**config.mk**
```make
export PLATFORM = sky130hd
export DESIGN_NAME = register_serializer
export DESIGN_NICKNAME = d
export VERILOG_FILES = /design/src/rtl/register_serializer_pkg.sv /design/src/rtl/register_serializer_bit_timer.sv /design/src/rtl/register_serializer.sv
export SDC_FILE = /design/constraint.sdc
export NUM_CORES = 1
export LEC_CHECK = 0
export CAP_MARGIN = 30
export CORE_UTILIZATION = 40
export CTS_CLUSTER_DIAMETER = 120
export DETAILED_ROUTE_END_ITERATION = 7
export DONT_BUFFER_PORTS = 1
export PLACE_DENSITY = 0.61
export SYNTH_ARGS = -nofsm -noshare
export SYNTH_HDL_FRONTEND = slang
export SYNTH_SLANG_ARGS = --single-unit
export TNS_END_PERCENT = 100
```
**constraint.sdc**
```tcl
create_clock -name clk -period 1.6 [get_ports clk]
set_input_delay 0.32 -clock clk [delete_from_list [all_inputs] [get_ports clk]]
set_output_delay 0.32 -clock clk [all_outputs]
set_load 0.02 [all_outputs]
```
**src/rtl/register_serializer_pkg.sv**
```systemverilog
// register_serializer_pkg: state encoding and line levels shared by the serializer and a future deserializer.
package register_serializer_pkg;
  typedef enum logic [1:0] {IDLE = 2'd0, START = 2'd1, DATA = 2'd2, STOP = 2'd3} state_e;
  localparam logic LINE_IDLE  = 1'b1;
  localparam logic LINE_START = 1'b0;
  localparam logic LINE_STOP  = 1'b1;
endpackage

```
**src/rtl/register_serializer_bit_timer.sv**
```systemverilog
// bit_timer: counts enabled clocks and ticks every BIT_CYCLES of them; clears while disabled.
module bit_timer #(
  parameter int BIT_CYCLES = 4
) (
  input  logic clk,
  input  logic reset,
  input  logic enable,
  output logic tick
);
  localparam int CW = BIT_CYCLES > 1 ? $clog2(BIT_CYCLES) : 1;
  localparam logic [CW-1:0] LAST = CW'(BIT_CYCLES - 1);
  logic [CW-1:0] cnt_q;
  assign tick = enable && cnt_q == LAST;
  always_ff @(posedge clk)
    if (reset || !enable || tick) cnt_q <= '0;
    else cnt_q <= cnt_q + CW'(1);
endmodule

```
**src/rtl/register_serializer.sv**
```systemverilog
// register_serializer: framed parallel-to-serial transmitter (start, WIDTH data bits, stop).
module register_serializer
  import register_serializer_pkg::*;
#(
  parameter int WIDTH      = 4,
  parameter int BIT_CYCLES = 4,
  parameter int MSB_FIRST  = 0
) (
  input  logic             clk,
  input  logic             reset,
  input  logic [WIDTH-1:0] in_data,
  input  logic             in_valid,
  output logic             in_ready,
  output logic             out_data,
  output logic             busy,
  output logic             done
);
  localparam int BW = WIDTH > 1 ? $clog2(WIDTH) : 1;
  localparam logic [BW-1:0] BIT_LAST = BW'(WIDTH - 1);
  state_e state_q, state_d;
  logic [WIDTH-1:0] sr_q, sr_d, sr_shift;
  logic [BW-1:0] bit_q, bit_d;
  logic out_q, out_d, ready_q, busy_q, done_q, done_d, head, tick;
  bit_timer #(.BIT_CYCLES(BIT_CYCLES)) u_timer (
    .clk   (clk),
    .reset (reset),
    .enable(busy_q),
    .tick  (tick)
  );
  assign sr_shift = MSB_FIRST != 0 ? sr_q << 1 : sr_q >> 1;
  always_comb begin
    state_d = state_q;
    sr_d    = sr_q;
    bit_d   = bit_q;
    case (state_q)
      IDLE:  if (in_valid && ready_q) begin state_d = START; sr_d = in_data; end
      START: if (tick) begin state_d = DATA; bit_d = '0; end
      DATA:  if (tick) begin
        if (bit_q == BIT_LAST) state_d = STOP;
        else begin sr_d = sr_shift; bit_d = bit_q + BW'(1); end
      end
      STOP:  if (tick) state_d = IDLE;
      default: state_d = IDLE;
    endcase
    head   = MSB_FIRST != 0 ? sr_d[WIDTH-1] : sr_d[0];
    done_d = state_q == STOP && tick;
    out_d  = state_d == DATA ? head : state_d == START ? LINE_START :
             state_d == STOP ? LINE_STOP : LINE_IDLE;
  end
  // every output is a flop computed from next state, so inputs never reach outputs combinationally
  always_ff @(posedge clk)
    if (reset) begin
      state_q <= IDLE;
      sr_q    <= '0;
      bit_q   <= '0;
      out_q   <= LINE_IDLE;
      ready_q <= 1'b1;
      busy_q  <= 1'b0;
      done_q  <= 1'b0;
    end else begin
      state_q <= state_d;
      sr_q    <= sr_d;
      bit_q   <= bit_d;
      out_q   <= out_d;
      ready_q <= state_d == IDLE;
      busy_q  <= state_d != IDLE;
      done_q  <= done_d;
    end
  assign out_data = out_q;
  assign in_ready = ready_q;
  assign busy     = busy_q;
  assign done     = done_q;
endmodule

```
==> reports/metrics.cfg <==
[route]
remaining_drc_errors = 0
drt_pass1_iterations = 2
drt_iter0_drc = 9
wl_per_cell_um = 12.38
drt-total-wl_um = 1077
via_count = 477
via_per_inst = 5.483
antenna_left = 0

[timing]
slew_violations = 0
finalHoldViolCount = 0
fin_skew_ps = 5.223
fin_crit_ps = 1501
rsz0062_at_grt = false
hold_slack_ps = 96.09
setup_viol = 0
fin_crit_sh_pct = 93.80
relSlewSlack_pct = 71.73
worstMarginPinSlew_ps = 421.1
final.setup.worst_slack_ps = 99.18
fin_setup_tns_ps = 0
fmax_mhz = 666.3

[setup_path]
cp-end-kind = flop
arrival_ps = 1670
r2r-start = u_timer.cnt_q[0]$_SDFF_PP0_
crit_end = out_data$_SDFF_PP1_
critPathKind = reg2reg
worstReg2RegEnd = out_data$_SDFF_PP1_
critPathMaxFanout = 6
startpoint = u_timer.cnt_q[0]$_SDFF_PP0_
r2r_slack_ps = 100
required_ps = 1770
start_kind = flop
rr_worst_depth = 5

[pwr]
vdd_drop_max_mv = 0.4715
p_leak_nw = 0.2794
power_mw = 0.6715
power-per-cell-area_mw_per_mm2 = 922.1

[placed_design]
post_dp_cell_area_um2 = 684.4
post-place-ws_ps = 11.61
numPortBuffers = 0
routabilityCongestion = 0.7075
dp_hpwl_um = 801.3

[synth]
synthMuxAreaShare_pct = 0
synth_top_family_by_area = simple AND/OR/NAND/NOR gates
netlist-cell-type-count = 31
synth_cells = 66
synth_compound_area_share_pct = 20.58
synth_area_um2 = 650.6
ys_seq_area_share_pct = 43.08
synthSimpleGateAreaFrac_pct = 23.65
synth_seq_cells = 14
synth-xor-area-share_pct = 1.346
syn-num-nets = 75
synth_warnings = 0
synthAdderAreaFrac_pct = 3.846
avgSynthCellArea_um2 = 9.858

[grt]
grt_pass1_wl_um = 1821
antenna_found_initial = 0
gr-total-overflow = 0
track_usage_pct = 13.57
grt_max_degree = 12
grt_pass1_vias = 440

[die]
fp-row-count = 14
fp.dieArea_mm2 = 0.001792
core_area_mm2 = 0.001506
die_w_um = 42.33
die_y_um = 42.33
start_util_pct = 43.19
ios = 11

[clocking]
cts.clk_slew.worst_paths_ps = 80
tritoncts = done
postCtsSetupBuffers = 0
cts_htree_levels = 1
numClockSinks = 14
cts_root_buf = clkbuf_4
clockBufferDepth = 2
cts_buffers = 3
clock_latency_ps = 280
postCtsHoldBufs = 0

[cells_and_area]
syn2layout_area_growth_pct = 11.92
antennaDiodeCount = 0
nets = 82
layout_common_cells = 10 x dfxtp_1, 6 x buf_4, 5 x nand2_1, 5 x a21oi_1
stdcell_area_um2 = 728.2
final_common_cell = dfxtp_1
drive_gt1_share_pct = 29.58
nFillCells = 142

[status]
status = finished clean

[hold_path]
min_path_type = in2reg

[flow_run]
maxCapViolations = 0

## cells in the mapped netlist
| cell type | instances | area, µm² |
|---|---|---|
| and3_2 | 1 | 7.510 |
| o21a_1 | 1 | 7.510 |
| nor4b_1 | 1 | 8.760 |
| and3_4 | 1 | 11.26 |
| a2bb2oi_1 | 1 | 8.760 |
| a2111oi_2 | 1 | 15.01 |
| clkbuf_1 | 1 | 3.750 |
| nor2b_1 | 1 | 6.260 |
| nor2_1 | 4 | 15.01 |
| a32o_1 | 1 | 10.01 |
| dfxtp_1 | 14 | 280.3 |
| a22oi_1 | 2 | 15.01 |
| buf_4 | 1 | 7.510 |
| xnor2_1 | 1 | 8.760 |
| nor4bb_4 | 1 | 25.02 |
| nor3_1 | 2 | 10.01 |
| nand3_1 | 2 | 10.01 |
| and4bb_2 | 1 | 12.51 |
| a221oi_1 | 1 | 8.760 |
| a21oi_1 | 6 | 30.03 |
| o21bai_1 | 2 | 15.01 |
| ha_1 | 2 | 25.02 |
| and2b_1 | 1 | 7.510 |
| a221o_1 | 1 | 10.01 |
| nand2_1 | 5 | 18.77 |
| a32oi_1 | 1 | 8.760 |
| o21ai_1 | 1 | 5.000 |
| inv_1 | 4 | 15.01 |
| buf_6 | 2 | 22.52 |
| and2_1 | 2 | 12.51 |
| or3b_1 | 1 | 8.760 |
## stage by stage
stage | utilization, % | std cells
4_1_cts | 46.93 | 87
3_5_place_dp | 45.43 | 84
6_report | 48.34 | 87
5_1_grt | 48.34 | 87
2_1_floorplan | - | 66
3_3_place_gp | 45.43 | 84
## per-layer routing
metal | vias to the layer above | share of wire (%) | routed length [µm] | global-route usage, %
met5 | - | 0 | 0 | 0
met4 | 0 | 2.2 | 24 | 9.375
met3 | 4 | 4.0 | 43 | 3.879
met2 | 9 | 43 | 460 | 19.69
met1 | 216 | 51 | 548 | 17.16
li1 | 248 | - | - | -
## worst min-delay path by stage
| stage | cells after the start | to | startpoint | slack [ps] |
|---|---|---|---|---|
| finish | 1 | state_q[0]$_SDFF_PP0_ | reset | 100 |
| global route | 1 | bit_q[0]$_SDFFE_PP0P_ | reset | 80 |
| CTS | 1 | sr_q[2]$_SDFFE_PP0P_ | reset | 90 |
| detailed placement | 1 | sr_q[2]$_SDFFE_PP0P_ | reset | 390 |
| global placement | 1 | sr_q[1]$_SDFFE_PP0P_ | reset | 390 |
| floorplan | 1 | u_timer.cnt_q[0]$_SDFF_PP0_ | u_timer.cnt_q[0]$_SDFF_PP0_ | 410 |
## power breakdown
group,internal (mW),switching [mW],total (mW),leakage [nW]
sequential,0.369,0.0209,0.390,0.116
combinational,0.0486,0.0398,0.0884,0.149
clock,0.0872,0.106,0.193,0.0138
total,0.505,0.166,0.671,0.279
## final cells by class
cell class              count  area, µm²  share of cell area, %
repair buffers              6      45.04                  6.186
flip-flops and latches     14      285.3                  39.18
clock buffers               3      22.52                  3.093
well taps                  16      20.02                  2.749
inverters                   4      15.01                  2.062
multi-input cells          44      340.3                  46.74
## state kept, by name, summed over array words and instances, names as in the netlist
register	cells
bit_q	2
busy	1
done	1
in_ready	1
out_data	1
sr_q	4
state_q	2
u_timer.cnt_q	2
## cell families after synthesis
logic type,Yosys count
buffers and inverters,8
flip-flops,14
adder cells (fa/ha/maj),2
XOR/XNOR,1
AND/OR/NAND/NOR,23
AO/OA/AOI/OAI,18
## critical path, cell delays in order (launching register included)
cell	delay (ps)
dfxtp_2	340
ha_4	170
and3_4	200
a32o_1	270
a2111oi_2	330
o21ai_1	80
## what timing repair did
action,CTS,global route
gates resized for setup,0,7
endpoints found under the setup margin,0,1
hold endpoints to repair,0,0
Power figures use the tool's default switching activity.
